`config.mk`:
```
export PLATFORM = sky130hd
export DESIGN_NAME = packer_seq_ctrl
export DESIGN_NICKNAME = d
export VERILOG_FILES = /design/src/rtl/packer_seq_ctrl.sv
export SDC_FILE = /design/constraint.sdc
export NUM_CORES = 1
export LEC_CHECK = 0
export CAP_MARGIN = 20
export CORE_UTILIZATION = 45
export DETAILED_ROUTE_END_ITERATION = 10
export GPL_TIMING_DRIVEN = 0
export PLACE_DENSITY = 0.81
export SETUP_SLACK_MARGIN = 0.02
export SYNTH_ARGS = -nofsm -noshare
export SYNTH_HDL_FRONTEND = slang
export SYNTH_SLANG_ARGS = --single-unit
```
`constraint.sdc`:
```
create_clock -name CLK -period 7 [get_ports CLK]
set_clock_uncertainty 0.2 [all_clocks]
set_input_delay 1.05 -clock CLK [delete_from_list [all_inputs] [get_ports CLK]]
set_output_delay 1.05 -clock CLK [all_outputs]
set_load 0.01 [all_outputs]
```
`src/rtl/packer_seq_ctrl.sv`:
```
// Transaction sequencer driving the 64-bit receive packer: forwards a fixed
// word count, marks end of packet, flushes. Optional WAIT timeout: PACKER_SEQ_TIMEOUT_EN.
`default_nettype none

module packer_seq_ctrl #(
  parameter int unsigned C_LEN_WIDTH = 32
) (
  input  logic                   CLK,
  input  logic                   RST_N,
  input  logic                   XFER_START,
  input  logic [C_LEN_WIDTH-1:0] XFER_LEN,
  input  logic                   XFER_ABORT,
  input  logic [63:0]            RX_DATA,
  input  logic [1:0]             RX_DATA_EN,
  input  logic                   RX_DATA_ERR,
  output logic [63:0]            PK_DATA,
  output logic [1:0]             PK_DATA_EN,
  output logic                   PK_DONE,
  output logic                   PK_ERR,
  output logic                   PK_FLUSH,
  input  logic                   PK_FLUSHED,
  output logic                   XFER_BUSY,
  output logic                   XFER_DONE,
  output logic                   XFER_ERR,
  output logic [C_LEN_WIDTH-1:0] XFER_COUNT
);

  typedef enum logic [2:0] {
    S_IDLE,
    S_RECV,
    S_DONE,
    S_FLUSH,
    S_WAIT
  } state_t;

  state_t                 state;
  state_t                 state_nxt;
  logic [C_LEN_WIDTH-1:0] len_q;
  logic [C_LEN_WIDTH-1:0] remaining;
  logic [C_LEN_WIDTH-1:0] count_nxt;
  logic [1:0]             en_eff;
  logic [1:0]             fwd;
  logic                   overrun;
  logic                   rx_fault;
  logic                   start_ok;
  logic                   timeout;

  // Word accounting: forwarded = min(enable, remaining); excess is an overrun.
  always_comb begin
    en_eff    = (RX_DATA_EN == 2'd3) ? 2'd2 : RX_DATA_EN;
    remaining = len_q - XFER_COUNT;
    overrun   = 1'b0;
    fwd       = '0;
    rx_fault  = 1'b0;
    if (state == S_RECV) begin
      overrun  = C_LEN_WIDTH'(en_eff) > remaining;
      fwd      = overrun ? remaining[1:0] : en_eff;
      rx_fault = XFER_ABORT || RX_DATA_ERR;
    end
    count_nxt = XFER_COUNT + C_LEN_WIDTH'(fwd);
    start_ok  = (state == S_IDLE) && XFER_START;
  end

`ifdef PACKER_SEQ_TIMEOUT_EN
  logic [7:0] wait_cnt;

  // Counter sits at zero outside WAIT, so the first WAIT cycle sees zero.
  always_ff @(posedge CLK or negedge RST_N) begin
    if (!RST_N) begin
      wait_cnt <= '0;
    end else if (state != S_WAIT) begin
      wait_cnt <= '0;
    end else begin
      wait_cnt <= wait_cnt + 8'd1;
    end
  end

  always_comb begin
    timeout = (state == S_WAIT) && !PK_FLUSHED && (wait_cnt == 8'd254);
  end
`else
  always_comb begin
    timeout = 1'b0;
  end
`endif

  always_ff @(posedge CLK or negedge RST_N) begin
    if (!RST_N) begin
      state <= S_IDLE;
    end else begin
      state <= state_nxt;
    end
  end

  always_comb begin
    state_nxt = state;
    PK_DONE   = 1'b0;
    PK_FLUSH  = 1'b0;
    XFER_BUSY = 1'b0;
    case (state)
      S_IDLE: begin
        if (XFER_START) begin
          state_nxt = (XFER_LEN == '0) ? S_DONE : S_RECV;
        end
      end
      S_RECV: begin
        XFER_BUSY = 1'b1;
        if (rx_fault || (count_nxt == len_q)) begin
          state_nxt = S_DONE;
        end
      end
      S_DONE: begin
        XFER_BUSY = 1'b1;
        PK_DONE   = 1'b1;
        state_nxt = S_FLUSH;
      end
      S_FLUSH: begin
        XFER_BUSY = 1'b1;
        PK_FLUSH  = 1'b1;
        state_nxt = S_WAIT;
      end
      S_WAIT: begin
        XFER_BUSY = 1'b1;
        if (PK_FLUSHED || timeout) begin
          state_nxt = S_IDLE;
        end
      end
      default: begin
        state_nxt = S_IDLE;
      end
    endcase
  end

  always_ff @(posedge CLK or negedge RST_N) begin
    if (!RST_N) begin
      PK_DATA    <= '0;
      PK_DATA_EN <= '0;
      PK_ERR     <= 1'b0;
      XFER_DONE  <= 1'b0;
      XFER_ERR   <= 1'b0;
      XFER_COUNT <= '0;
      len_q      <= '0;
    end else begin
      PK_DATA    <= RX_DATA;
      PK_DATA_EN <= fwd;
      PK_ERR     <= rx_fault;
      XFER_DONE  <= (state == S_WAIT) && (PK_FLUSHED || timeout);
      if (start_ok) begin
        len_q      <= XFER_LEN;
        XFER_COUNT <= '0;
        XFER_ERR   <= 1'b0;
      end else if (state == S_RECV) begin
        XFER_COUNT <= count_nxt;
        if (overrun || rx_fault) begin
          XFER_ERR <= 1'b1;
        end
      end else if (timeout) begin
        XFER_ERR <= 1'b1;
      end
    end
  end

endmodule

`default_nettype wire

```
Yosys cells after proc, flatten, opt, wreduce, memory -nomap -nowiden
Index checks and enable logic that the tools add are counted.
Widths: inputs -> output; s select.
{"block": "totals", "word_cells": 50, "regBits": 136, "in_bits": 104, "out_inout_bits": 104}
{"block": "op_classes", "n_addsub": 2, "n_lt_le_gt_ge": 1, "mux": 18, "eq_ne": 9, "n_reduce_logical": 12}
{"cell": "$mux 32", "n": 2}
{"cell": "$add 32x2->32", "n": 1}
{"cell": "$eq 32x32->1", "n": 1}
{"cell": "$gt 2x32->1", "n": 1}
{"cell": "$logic_not 32->1", "n": 1}
{"cell": "$sub 32x32->32", "n": 1}
{"cell": "$pmux 3 s5", "n": 1}
{"cell": "$mux 3", "n": 3}
{"cell": "$mux 1", "n": 8}
{"cell": "$mux 2", "n": 4}
{"cell": "$eq 3x2->1 const B", "n": 2}
{"cell": "$ne 2x2->1 const B", "n": 3}
{"cell": "$reduce_bool 2->1", "n": 2}
{"cell": "$reduce_or 4->1", "n": 1}
{"cell": "$eq 3x1->1 const B", "n": 1}
{"cell": "$eq 3x3->1 const B", "n": 1}
{"cell": "$logic_not 3->1", "n": 1}
{"cell": "$logic_or 1x1->1", "n": 3}
{"cell": "$reduce_and 3->1", "n": 1}
{"cell": "$eq 2x2->1 const B", "n": 1}
{"cell": "$logic_and 1x1->1", "n": 2}
{"cell": "$reduce_and 2->1", "n": 1}

Logic depth before layout (Yosys ltp)
Gate-level depths: netlist (run 1).
{"block": "depth", "depth_word": 10, "mapped_depth": 28, "mapped_depth_nobuf": 26}

Worst setup path after synthesis (run 1)
Ideal clock, no wire load.
{"block": "synth_path", "kind": "reg-to-reg", "startpoint": "reg XFER_COUNT[2]", "endpoint": "reg state[0]", "t_required_ns": 6.668, "path_buffers": 2, "synth_period_minus_slack_ns": 6.242, "setup_ns": 0.132, "arrival_ns": 5.910, "path_stages_with_launch": 24, "slack_ns": 0.758, "cell_sequence": "dfrtp_1 -> inv_1 -> ha_1 -> nor2b_1 -> o31ai_1 -> a211oi_2 -> nor2_1 -> mux2_2 -> or4_1 -> nor4_1 -> and4_1 -> a21oi_1 -> nor3_1 -> fa_1 -> and4_1 -> buf_6 -> nand2_4 -> or4_1 -> buf_2 -> or4_1 -> a2111oi_1 -> and4_1 -> a21oi_1 -> o21bai_1"}
{"block": "synth_between", "elab_chain_len": 9}
{"element": "from (decl)", "line": "25", "rtl": "output logic [C_LEN_WIDTH-1:0] XFER_COUNT"}
{"element": "from (signal assigned)", "line": "153", "rtl": "XFER_COUNT <= count_nxt;"}
{"element": "$sub 32x32->32", "line": "51", "rtl": "remaining = len_q - XFER_COUNT;"}
{"element": "$gt 2x32->1", "line": "56", "rtl": "overrun = C_LEN_WIDTH'(en_eff) > remaining;"}
{"element": "$mux 2", "line": "57", "rtl": "fwd = overrun ? remaining[1:0] : en_eff;"}
{"element": "$mux 2", "line": "55", "rtl": "if (state == S_RECV) begin"}
{"element": "via fwd[1]", "line": "42", "rtl": "logic [1:0] fwd;"}
{"element": "$add 32x2->32", "line": "60", "rtl": "count_nxt = XFER_COUNT + C_LEN_WIDTH'(fwd);"}
{"element": "$eq 32x32->1", "line": "108", "rtl": "if (rx_fault || (count_nxt == len_q)) begin"}
{"element": "$logic_or 1x1->1", "line": "108"}
{"element": "$ne 2x2->1 (no source line)"}
{"element": "$reduce_and 3->1 (no source line)"}
{"element": "to (signal assigned)", "line": "91", "rtl": "state <= state_nxt;"}
{"element": "to (decl)", "line": "36", "rtl": "state_t state;"}
The timed path passes the listed nets, and every way through them passes these cells.
A chain may end at the register's enable or synchronous reset.

Worst setup path after layout (run 1)
{"block": "layout_path", "startpoint": "reg XFER_COUNT[0]", "endpoint": "reg state[0]"}
{"block": "layout_between", "elab_chain_len": 9}
{"element": "$sub 32x32->32 (*)", "line": "51"}
{"element": "$gt 2x32->1", "line": "56"}
{"element": "$mux 2 (*)", "line": "57"}
{"element": "$mux 2 (*)", "line": "55"}
{"element": "via fwd[1]", "line": "42"}
{"element": "$add 32x2->32 (*)", "line": "60"}
{"element": "$eq 32x32->1 (*)", "line": "108"}
{"element": "$logic_or 1x1->1 (*)", "line": "108"}
{"element": "$ne 2x2->1 (no source line) (*)"}
{"element": "$reduce_and 3->1 (no source line) (*)"}
Mark *: on every way through the listed nets, which the timed path passes. The rest lies on a longest branch.

==> results of run 1 <==
==> per-stage QoR <==
step	power (W)	hold WS (ps)	utilization [%]	setup slack [ps]	TNS, ps
after floorplan	0.00258	301	-	758	0
after global placement	0.00324	273	60.7	-531	-70640
after detailed placement	0.00327	279	60.9	-270	-423
after CTS	0.00417	292	64.4	20.6	0
after global routing	0.00452	328	65.0	-0.347	-0.347
final	0.00429	292	65.0	260	0
==> cell type report <==
cell class                      count  area (µm²)
Tap cell                          220         275
Fill cell                        1286        5870
Timing Repair Buffer              210        2110
Clock inverter                     14         139
Multi-Input combinational cell    608        4230
Sequential cell                   136        3410
Buffer                             30         130
Inverter                           41         154
Clock buffer                       18         439
==> cells in the mapped netlist (4+ instances only) <==
| library cell | n |
|---|---|
| nor2_1 | 47 |
| buf_2 | 4 |
| ha_1 | 36 |
| o21ai_0 | 64 |
| o22ai_1 | 8 |
| or3_1 | 14 |
| nor3_1 | 22 |
| nand2_1 | 62 |
| and3_1 | 9 |
| and4_1 | 6 |
| xor2_1 | 15 |
| mux2_2 | 33 |
| xnor2_1 | 53 |
| a31o_2 | 4 |
| dfrtp_1 | 136 |
| clkbuf_1 | 26 |
| inv_1 | 41 |
| a211oi_1 | 7 |
| mux2i_1 | 4 |
| a21oi_1 | 54 |
| nand2b_1 | 7 |
| nor4_1 | 23 |
| o21a_1 | 11 |
| a21o_1 | 9 |
| nand4_1 | 18 |
| a31oi_1 | 6 |
| nand3_1 | 29 |
| o211ai_1 | 4 |
==> layer usage <==
| metal | share of wire [%] | track usage [%] | vias to the layer above |
|---|---|---|---|
| met5 | 0 | 0 | - |
| met3 | 9.5 | 7.41 | 85 |
| met4 | 4.2 | 13.8 | 0 |
| met2 | 49 | 46.6 | 489 |
| li1 | - | - | 3428 |
| met1 | 38 | 33.7 | 3594 |
==> logic make-up (layout without fill, tap and decap cells) <==
| logic type | after synthesis | count (layout) | share of synthesized area [%] |
|---|---|---|---|
| AO/OA/AOI/OAI | 203 | 203 | 16.3 |
| XOR/XNOR | 68 | 68 | 7.61 |
| adder cells (fa/ha/maj) | 38 | 38 | 6.27 |
| buffers and inverters | 74 | 313 | 3.77 |
| flip-flops | 136 | 136 | 43.5 |
| multiplexers | 37 | 37 | 5.26 |
| AND/OR/NAND/NOR | 262 | 262 | 17.3 |
==> power by group through the flow <==
| stage | Combinational, W | Clock, W | Sequential [W] |
|---|---|---|---|
| after floorplan | 0.00153 | 0 | 0.00105 |
| after global placement | 0.00215 | 0 | 0.00109 |
| after detailed placement | 0.00218 | 0 | 0.00109 |
| after CTS | 0.00221 | 0.000882 | 0.00108 |
| after global routing | 0.00251 | 0.000917 | 0.00110 |
| final | 0.00233 | 0.000871 | 0.00109 |
==> worst min-delay path, cell delays in order, from the launching register on <==
cell and delay [ps]:
dfrtp_1 350, a21oi_1 60, nand2_1 50
==> what timing repair did <==
action,4_1_cts,5_1_grt
buffers inserted,0,1
setup endpoints to repair,2,2
gates resized for setup,3,26
pin swaps,0,4
==> flip-flops by register name, summed over array words and instances (netlist names) <==
name	cells
XFER_COUNT	32
state	3
len_q	32
PK_DATA_EN	2
PK_DATA	64
XFER_ERR	1
XFER_DONE	1
PK_ERR	1
==> worst max-delay path by stage <==
stage                                         start                          to  slack (ps)  depth (start not counted)
after floorplan           XFER_COUNT[2]$_DFFE_PN0P_        state[0]$_DFFE_PN0P_         760                         23
after global placement                        RST_N  XFER_COUNT[28]$_DFFE_PN0P_        -530                          1
after detailed placement              RX_DATA_EN[1]        state[0]$_DFFE_PN0P_        -270                         24
after CTS                 XFER_COUNT[0]$_DFFE_PN0P_        state[0]$_DFFE_PN0P_          20                         24
after global routing      XFER_COUNT[8]$_DFFE_PN0P_        state[0]$_DFFE_PN0P_        -0.3                         22
final                     XFER_COUNT[0]$_DFFE_PN0P_        state[0]$_DFFE_PN0P_         260                         23
==> out/results.ini, run 1 <==
[yosys]
synth-seq-cells=136
yosys.area.top_type_share_pct=43.5
post_synth_instance_area_mm2=0.00783
synth_enable_flop_cells=0
synth.yosys.seq_area_share_pct=43.5
yosys_warnings=0
synth_top_flop_cell=dfrtp_1
syn_area_per_cell_um2=9.57
netlist.top_cell.by_area=dfrtp_1
syn-instance-count=818
synth.area.top_cells=dfrtp_1 (43%), xnor2_1 (5.9%), ha_1 (5.8%)
synth_cell_type_count=67
asyncSetResetFlopFracSynth_pct=100
syn_nets=960

[final_layout]
final_common_cell=clkdlybuf4s50_1
layout-drive-gt1-share_pct=10.9
final_area_mm2=0.0109
most-common-layout-cells=clkdlybuf4s50_1 (206), dfrtp_1 (131), o21ai_0 (64), nand2_1 (62), xnor2_1 (53)
net_count_final=1186
insertedDiodeCount=0
layout-area-overhead-vs-synth_pct=39.2
post_layout_nonfiller_instances=1277

[global_routing]
grt_pass1_vias=7352
overflow=0
grt_first_pass_wirelength_um=38600
grt_usage_pct=28.1
maximum_number_of_pins_on_one_net_before_global_route_repair=82
grt_antenna_before_repair=0

[worst_hold_path]
whs_path_depth=2
worst_hold_path.endpoint=XFER_ERR$_DFFE_PN0P_
worst_hold_startpoint=XFER_ERR$_DFFE_PN0P_
hold_path_class=flop to flop

[placed_design]
numPlacedInstances=1246
hpwlAfterDp_um=18900
cell_area_reported_after_detailed_placement_mm2=0.0102
finalWeightedCongestion=0.946
portBuffers=207

[routing]
routed_via_density=5.95
drtIter0Drc=762
remaining_drc_errors=0
routed_wire_length_um=25000
drt-pass1-iter-count=6
via_count=7596
drt-wirelength-per-cell_um=19.5
ant_nets=0

[timing]
max-slew-margin-rel_pct=34.1
setup_violating_endpoint_count_in_the_final_report=0
timing_max_transition_violations_final=0
timing.fmax_mhz=148
tightest_slew_ps=985
finalCritPeriodShare_pct=96.3
finalCriticalPeriod_ps=6740
hold_viol=0

[power]
internal-power_w=0.00241
p_per_area_mw_per_mm2=394
netSwitchingPower_w=0.00188
share_comb_of_total_power_pct=54.3
max_rail_drop_vdd_mv=0.229
switching_share_pct=43.9
power_leakage_nw=4.25
clockPowerShare_pct=20.3
power_frac_seq_pct=25.4

[clocking]
clock_tree_from_tritoncts=built
worstSkewPairLatency_ps=420
clockBufferDepth=2
clock_tree.htree_level_count=4
ctsRootBufferMaster=clkbuf_16
clk_pin_slew_worst_paths_ps=60
ctsHoldBuffers=0
clock_sink_count=136
cts-buffers-inserted=17

[setup_path]
critical_path.cell_chain=ha_1, fa_1, nor2b_2, o31ai_4, a211oi_4, nor2_1, mux2_2, or4_1, nor4_2, and4_4, a21oi_1, nor3_2, fa_2, and4_1, buf_6, nand2_4, or4_1, buf_2, or4_1, a2111oi_4, and4_1, a21oi_1, o21bai_1
cp.required_ps=7100
timing.critical_path.from_type=flop
worstRegToRegCells=23
critical-path-max-stage-delay_ps=530
critical_path_class=flop to flop
critical_path_buf_inv_count=2
critPathArrivalTime_ps=6840
critPathCaptureType=flop
crit_path_max_fanout=6
timing.critical_path.mode_cell=or4_1
r2r_slack_ps=260
critical_path.reg2reg.startpoint=XFER_COUNT[0]$_DFFE_PN0P_
slowest_stage=or4_1
crit-reg2reg-capture=state[0]$_DFFE_PN0P_
critical-path-top-delay-family=simple AND/OR/NAND/NOR gates

[floorplan]
floorplan.initialDensity_pct=46.7
fp.coreArea_mm2=0.0168
fp.dieH_um=134
placementRows=47
io_pins=208
design.die.area_mm2=0.0179
die_x_um=134

[job]
maxCapViolations=0

[outcome]
status=complete, no violations

Note: power is estimated with default switching activity, not from simulation.
==> run 2: changes to the inputs <==
--- a/config.mk
+++ b/config.mk
@@ -5,11 +5,12 @@
 export SDC_FILE = /design/constraint.sdc
 export NUM_CORES = 1
 export LEC_CHECK = 0
+export ABC_AREA = 1
 export CAP_MARGIN = 20
-export CORE_UTILIZATION = 45
+export CORE_UTILIZATION = 30
 export DETAILED_ROUTE_END_ITERATION = 10
 export GPL_TIMING_DRIVEN = 0
-export PLACE_DENSITY = 0.81
+export PLACE_DENSITY = 0.59
 export SETUP_SLACK_MARGIN = 0.02
 export SYNTH_ARGS = -nofsm -noshare
 export SYNTH_HDL_FRONTEND = slang
==> run 2 against run 1 <==
Net effect:
- register-to-register slack better by 950 ps
- sequential power increased by 11%
- hold slack worse by 21 ps
- critical path depth rose by 10
- power is 31% higher
- global-route usage shrank 8.3 points
- synthesized area rose by 9.5%
- sequential share of layout area decreased by 2.3 points
- fmax rose by 15%
- count of clock-buffer cells in the layout unchanged
==> out/results.ini, run 2 <==
[outcome]
status=complete, no violations

[routing]
met1_length_um=11300  ; +20%
remaining_drc_errors=0  ; unchanged
routed_via_density=4.68  ; -21%
ant_nets=0  ; unchanged
routed_wire_length_um=28000  ; +12%
dr.max_layer_used=met4
met2RoutedLength_um=14100  ; +16%
via_count=8492  ; +12%
met3RoutedLength_um=1780  ; -25%
drt-wirelength-per-cell_um=15.4  ; -21%
drt-pass1-iter-count=5  ; -1
drtIter0Drc=528  ; -31%

[power]
max_rail_drop_vdd_mv=0.175  ; -23%
p_per_area_mw_per_mm2=478  ; +21%
power_leakage_nw=5.62  ; +32%

[final_layout]
layout-area-overhead-vs-synth_pct=36.8
insertedDiodeCount=0  ; unchanged
net_count_final=1566  ; +32%
number_of_flip_flops_in_the_largest_register=64  ; unchanged
final_common_cell=nand2_1
reg_top3=PK_DATA x64, XFER_COUNT x32, len_q x32
layout-drive-gt1-share_pct=3.90  ; -7.0 points
final_area_mm2=0.0117  ; +7.6%
fin_util_pct=42.0  ; -23 points
max_flop_register=PK_DATA
most-common-layout-cells=nand2_1 (391), clkdlybuf4s50_1 (206), inv_1 (191), dfrtp_1 (136), nor2_1 (116)

[yosys]
synth_top_family_by_area=simple AND/OR/NAND/NOR gates
synth_enable_flop_cells=0  ; unchanged
synth.yosys.seq_area_share_pct=39.7  ; -3.8 points
synth_simple_gate_area_share_pct=33.2  ; +16 points
yosys.area.top_type_share_pct=39.7  ; -3.8 points
synth_top_flop_cell=dfrtp_1
post_synth_fa_ha_maj_area_fraction_pct=5.72  ; -0.55 points
synth.area.mux_share_pct=0.394  ; -4.9 points
syn_nets=1338  ; +39%
syn-instance-count=1196  ; +46%
netlist.top_cell.by_area=dfrtp_1
synth.area.top_cells=dfrtp_1 (40%), nand2_1 (17%), inv_1 (8.4%)
yosys_warnings=0  ; unchanged
asyncSetResetFlopFracSynth_pct=100  ; unchanged
syn_area_per_cell_um2=7.17  ; -25%
yosys.cell_count.top_type=nand2_1
synth-seq-cells=136  ; unchanged
synth_cell_type_count=37  ; -45%
yosys-top-cells-count=nand2_1 (391), inv_1 (191), dfrtp_1 (136)
post_synth_xor_area_fraction_pct=6.00  ; -1.6 points
post_synth_instance_area_mm2=0.00857  ; +9.5%
synth_compound_gate_area_share_pct=5.75  ; -11 points

[worst_hold_path]
worst_hold_startpoint=XFER_ERR$_DFFE_PN0P_
whs_path_depth=2  ; unchanged
hold_path_class=flop to flop
worst_hold_path.endpoint=XFER_ERR$_DFFE_PN0P_

[placed_design]
dp_worst_setup_slack_ps=765  ; +1030 ps
hpwlAfterDp_um=23000  ; +22%
cell_area_reported_after_detailed_placement_mm2=0.0111  ; +9.3%
portBuffers=207  ; unchanged
finalWeightedCongestion=0.894  ; -5.4%

[setup_path]
crit_path_max_fanout=6  ; unchanged
timing.critical_path.from_type=input port
timing.critical_path.mode_cell=nand2_1
crit-reg2reg-capture=state[1]$_DFFE_PN0P_
worstRegToRegCells=35  ; +52%
critical-path-max-stage-delay_ps=450  ; -80 ps
critical_path_class=input port to flop
critPathArrivalTime_ps=5990  ; -850 ps
critPathCaptureType=flop
slowest_stage=clkdlybuf4s50_1
r2r_slack_ps=1210  ; +950 ps
cp.required_ps=7150  ; +50 ps
critical_path.reg2reg.startpoint=XFER_COUNT[2]$_DFFE_PN0P_

[global_routing]
maximum_number_of_pins_on_one_net_before_global_route_repair=98  ; +20%
overflow=0  ; unchanged
grt_usage_pct=19.8  ; -8.3 points
grt_pass1_vias=8513  ; +16%
grt_first_pass_wirelength_um=44100  ; +14%
grt_antenna_before_repair=0  ; unchanged

[timing]
timing.fmax_mhz=171  ; +15%
timing_max_transition_violations_final=0  ; unchanged
setup_violating_endpoint_count_in_the_final_report=0  ; unchanged
rsz0062_at_grt=no
postLayoutSetupSlackWorst_ps=1160  ; +904 ps
finalCriticalPeriod_ps=5840  ; -904 ps
tightest_slew_ps=781  ; -204 ps
hold-worst-slack_ps=271  ; -20.7 ps
max-slew-margin-rel_pct=48.0  ; +14 points
hold_viol=0  ; unchanged
finalCritPeriodShare_pct=83.4  ; -13 points

[clocking]
clockBufferDepth=2  ; unchanged
ctsHoldBuffers=0  ; unchanged
worstSkewPairLatency_ps=420  ; about the same
clk_pin_slew_worst_paths_ps=70  ; about the same
clock_tree.htree_level_count=4  ; unchanged
cts.repair_timing.setup_buffer_count=0  ; unchanged
cts-buffers-inserted=17  ; unchanged
clock_tree_from_tritoncts=built
ctsRootBufferMaster=clkbuf_16
ctsResizeCount=0  ; -3
clock_sink_count=136  ; unchanged

[floorplan]
design.die.area_mm2=0.0293  ; +63%
floorplan.initialDensity_pct=30.7  ; -16 points
die_x_um=171  ; +28%
fp.dieH_um=171  ; +28%
io_pins=208  ; unchanged
fp.coreArea_mm2=0.0279  ; +67%
placementRows=61  ; +30%

[job]
maxCapViolations=0  ; unchanged

-- run 2: cell types whose count changed in the layout (fill, tap and decap cells not counted), sizes merged, moves of 36 or more --
| cell | change |
|---|---|
| nand2 | +329 |
| inv | +153 |
| nor2 | +76 |
| nand3 | +55 |
| xnor2 | -36 |
| o21ai | -39 |
-- run 2: final cells by class --
type	count	area (µm²)
flip-flops and latches	136	3400
clock inverters	14	131
repair buffers	209	2110
multi-input cells	850	4380
clock buffers	18	439
fillers	2903	16200
inverters	193	724
well taps	378	473
plain buffers	17	63.8
-- run 2: per-layer routing --
| layer | global-route usage, % | up-vias |
|---|---|---|
| met5 | 0 | - |
| met1 | 22.7 | 3941 |
| li1 | - | 4228 |
| met3 | 4.09 | 43 |
| met2 | 35.7 | 280 |
| met4 | 8.00 | 0 |
-- run 2: cells by family after synthesis --
| kind of cell | Yosys count |
|---|---|
| AOI/OAI and AO/OA | 85 |
| xor gates and xnor gates | 53 |
| adders and majority gates | 38 |
| buffers and inverters | 210 |
| DFF | 136 |
| muxes | 3 |
| and+or+nand+nor | 671 |
-- run 2: metrics by stage --
stage,instances,setup TNS [ps],total power [W]
detailed placement,1782,0,0.00470
floorplan,1196,0,0.00361
global placement,1781,-117890,0.00469
finish,1815,0,0.00560
CTS,1814,0,0.00560
global route,1815,0,0.00617
-- run 2: worst max-delay path, delay by kind of cell --
family,cells,cell delay (ps)
xor+xnor,1,130
compound gates,2,590
fa+ha+maj,2,560
buf+inv,4,590
simple gates,24,3060
-- run 2: power breakdown --
part / switching [W] / internal [W] / leakage [nW]
clock network: 0.000389 / 0.000477 / 0.271
registers: 0.000239 / 0.000970 / 1.68
logic: 0.00223 / 0.00130 / 3.66
total: 0.00286 / 0.00274 / 5.62
-- run 2: worst max-delay path by stage --
stage / from / endpoint / slack, ps / cells after the start
after floorplan: RX_DATA_EN[0] / state[0]$_DFFE_PN0P_ / 2440 / 30
after global placement: RST_N / len_q[27]$_DFFE_PN0P_ / -880 / 1
after detailed placement: RX_DATA_EN[0] / state[1]$_DFFE_PN0P_ / 760 / 33
after CTS: RX_DATA_EN[0] / state[1]$_DFFE_PN0P_ / 1200 / 33
after global routing: XFER_COUNT[2]$_DFFE_PN0P_ / state[1]$_DFFE_PN0P_ / 660 / 35
final: RX_DATA_EN[0] / state[1]$_DFFE_PN0P_ / 1160 / 33
==> run 3: changes to the inputs <==
--- a/config.mk
+++ b/config.mk
@@ -10,7 +10,7 @@
 export CORE_UTILIZATION = 30
 export DETAILED_ROUTE_END_ITERATION = 10
 export GPL_TIMING_DRIVEN = 0
-export PLACE_DENSITY = 0.59
+export PLACE_DENSITY = 0.61
 export SETUP_SLACK_MARGIN = 0.02
 export SYNTH_ARGS = -nofsm -noshare
 export SYNTH_HDL_FRONTEND = slang
==> constraint.sdc (replaced) <==
create_clock -name CLK -period 5.25 [get_ports CLK]
set_clock_uncertainty 0.2 [all_clocks]
set_input_delay 0.7875 -clock CLK [delete_from_list [all_inputs] [get_ports CLK]]
set_output_delay 0.7875 -clock CLK [all_outputs]
set_load 0.01 [all_outputs]
==> run 3 against run 2 <==
Net effect:
- power grew 44%
- hold slack worse by 79 ps
- routed wire length increased by 2.1%
- setup slack lost 1100 ps
- critical endpoint unchanged
==> out/results.ini, run 3 (synthesized netlist as in run 2, its figures left out) <==
[setup_path]
timing.critical_path.from_type=flop
critical_path_class=flop to flop
crit-reg2reg-capture=state[1]$_DFFE_PN0P_
critPathCaptureType=flop
cp.required_ps=5400  ; -1750 ps
critPathArrivalTime_ps=5310  ; -680 ps
r2r_slack_ps=90  ; -1120 ps
worstRegToRegCells=31  ; -11%
slowest_stage=fa_2
critical_path.reg2reg.startpoint=len_q[0]$_DFFE_PN0P_
crit_path_max_fanout=7  ; +1
critical-path-max-stage-delay_ps=460  ; about the same

[floorplan]
io_pins=208  ; unchanged
design.die.area_mm2=0.0293  ; unchanged
die_x_um=171  ; unchanged
floorplan.initialDensity_pct=30.7  ; unchanged
fp.dieH_um=171  ; unchanged
fp.coreArea_mm2=0.0279  ; unchanged
placementRows=61  ; unchanged

[routing]
routed_via_density=4.70  ; +0.45%
routed_wire_length_um=28600  ; +2.1%
drtIter0Drc=476  ; -9.8%
dr.max_layer_used=met4
met1_length_um=11300  ; +0.19%
ant_nets=0  ; unchanged
drt-wirelength-per-cell_um=15.5  ; +0.67%
met2RoutedLength_um=14300  ; +0.99%
drt-pass1-iter-count=6  ; +1
remaining_drc_errors=0  ; unchanged
met3RoutedLength_um=1760  ; -1.3%
via_count=8652  ; +1.9%

[final_layout]
layout.filler_cells=2849  ; -1.9%
number_of_flip_flops_in_the_largest_register=64  ; unchanged
layout-drive-gt1-share_pct=12.6  ; +8.7 points
reg_top3=PK_DATA x64, XFER_COUNT x32, len_q x32
max_flop_register=PK_DATA
insertedDiodeCount=0  ; unchanged
net_count_final=1592  ; +1.7%
fin_util_pct=44.4  ; +2.4 points
final_common_cell=nand2_1
most-common-layout-cells=nand2_1 (381), clkdlybuf4s50_1 (206), inv_1 (181), dfrtp_1 (119), nor2_1 (97)
layout-area-overhead-vs-synth_pct=44.7

[global_routing]
grt_first_pass_wirelength_um=44700  ; +1.3%
overflow=0  ; unchanged
maximum_number_of_pins_on_one_net_before_global_route_repair=75  ; -23%
grt_usage_pct=20.1  ; +0.27 points
grt_pass1_vias=8673  ; +1.9%
grt_antenna_before_repair=0  ; unchanged

[timing]
setup_violating_endpoint_count_in_the_final_report=0  ; unchanged
rsz0062_at_grt=yes
final.setup.tns_ps=0  ; unchanged
max-slew-margin-rel_pct=48.2  ; +0.28 points
postLayoutSetupSlackWorst_ps=88.7  ; -1080 ps
timing_max_transition_violations_final=0  ; unchanged
finalCritPeriodShare_pct=98.3
timing.fmax_mhz=194
finalCriticalPeriod_ps=5160
tightest_slew_ps=777  ; -4.18 ps
hold_viol=0  ; unchanged

[clocking]
worstSkewPairLatency_ps=420  ; about the same
clock_tree_from_tritoncts=built
ctsHoldBuffers=0  ; unchanged
clk_pin_slew_worst_paths_ps=60  ; about the same
ctsRootBufferMaster=clkbuf_16
cts-buffers-inserted=17  ; unchanged
clock_tree.htree_level_count=4  ; unchanged
clock_sink_count=136  ; unchanged
clockBufferDepth=2  ; unchanged

[power]
p_per_area_mw_per_mm2=651  ; +36%
switching_share_pct=49.1  ; -1.9 points
netSwitchingPower_w=0.00396  ; +39%
share_comb_of_total_power_pct=63.5  ; +0.6 points
power_leakage_nw=5.77  ; +2.7%
power_frac_seq_pct=20.2  ; -1.4 points
internal-power_w=0.00411  ; +50%
max_rail_drop_vdd_mv=0.280  ; +60%
clockPowerShare_pct=16.3  ; +0.8 points
totalPowerFinal_w=0.00807  ; +44%

[job]
maxCapViolations=0  ; unchanged

[placed_design]
dp_worst_setup_slack_ps=-732  ; -1500 ps
portBuffers=207  ; unchanged
hpwlAfterDp_um=23100  ; +0.55%
finalWeightedCongestion=0.958  ; +7.2%

[worst_hold_path]
hold_path_class=input port to asynchronous set/reset pin

[outcome]
status=complete, no violations

## run 3: changes by cell type in the layout (fill, tap and decap cells not counted), sizes merged
cell,delta
buf,+26
bufinv,+4
clkbuf,+4
clkinv,-1
inv,-7
## run 3: critical path: cells and delay by family (launching register included)
kind / cells / cell delay [ps]
buffers and inverters: 2 / 260
AND/OR/NAND/NOR: 21 / 2570
flip-flops: 1 / 390
adder cells (fa/ha/maj): 5 / 1320
AO/OA/AOI/OAI: 1 / 60
XOR/XNOR: 2 / 290
## run 3: layout make-up
class | instances | area [µm²] | share of cell area (%)
plain buffers | 17 | 63.8 | 0.514
clock buffers | 22 | 494 | 3.98
clock inverters | 10 | 165 | 1.33
inverters | 193 | 724 | 5.84
multi-input cells | 850 | 4750 | 38.3
flip-flops and latches | 136 | 3420 | 27.6
well taps | 378 | 473 | 3.81
repair buffers | 235 | 2310 | 18.6
## run 3: power by group through the flow
stage / registers (W) / clock network [W] / logic, W
floorplan: 0.00157 / 0 / 0.00325
global placement: 0.00162 / 0 / 0.00464
detailed placement: 0.00163 / 0 / 0.00467
CTS: 0.00162 / 0.00133 / 0.00479
global route: 0.00166 / 0.00138 / 0.00580
finish: 0.00163 / 0.00131 / 0.00513
## run 3: how the worst max path moves through the flow
stage,start,end,slack [ps],depth (start not counted)
2_1_floorplan,XFER_COUNT[0]$_DFFE_PN0P_,state[0]$_DFFE_PN0P_,730,29
4_1_cts,XFER_COUNT[0]$_DFFE_PN0P_,state[1]$_DFFE_PN0P_,10,31
3_3_place_gp,RST_N,XFER_COUNT[26]$_DFFE_PN0P_,-2340,1
6_report,len_q[0]$_DFFE_PN0P_,state[1]$_DFFE_PN0P_,90,31
3_5_place_dp,RX_DATA_EN[1],state[1]$_DFFE_PN0P_,-730,32
5_1_grt,len_q[0]$_DFFE_PN0P_,state[1]$_DFFE_PN0P_,-150,32
## run 3: layer usage
metal  GRT usage [%]  up-vias
met2            35.8      293
met5               0        -
met4            10.0        0
met1            22.6     4028
li1                -     4269
met3            4.28       62
## run 3: repair_timing
| action | in CTS | in global routing |
|---|---|---|
| gates resized for setup | 44 | 75 |
| setup buffers | 13 | 13 |
| pin swaps | 31 | 25 |
| endpoints found under the setup margin | 2 | 2 |
## run 3: stage by stage
step           hold WS (ps)  instance area [µm²]  std cells
6_report                192                12400       1841
5_1_grt                 244                12400       1841
4_1_cts                 216                12100       1827
3_5_place_dp            268                11100       1782
3_3_place_gp            259                11100       1781
2_1_floorplan           278                 8570       1196
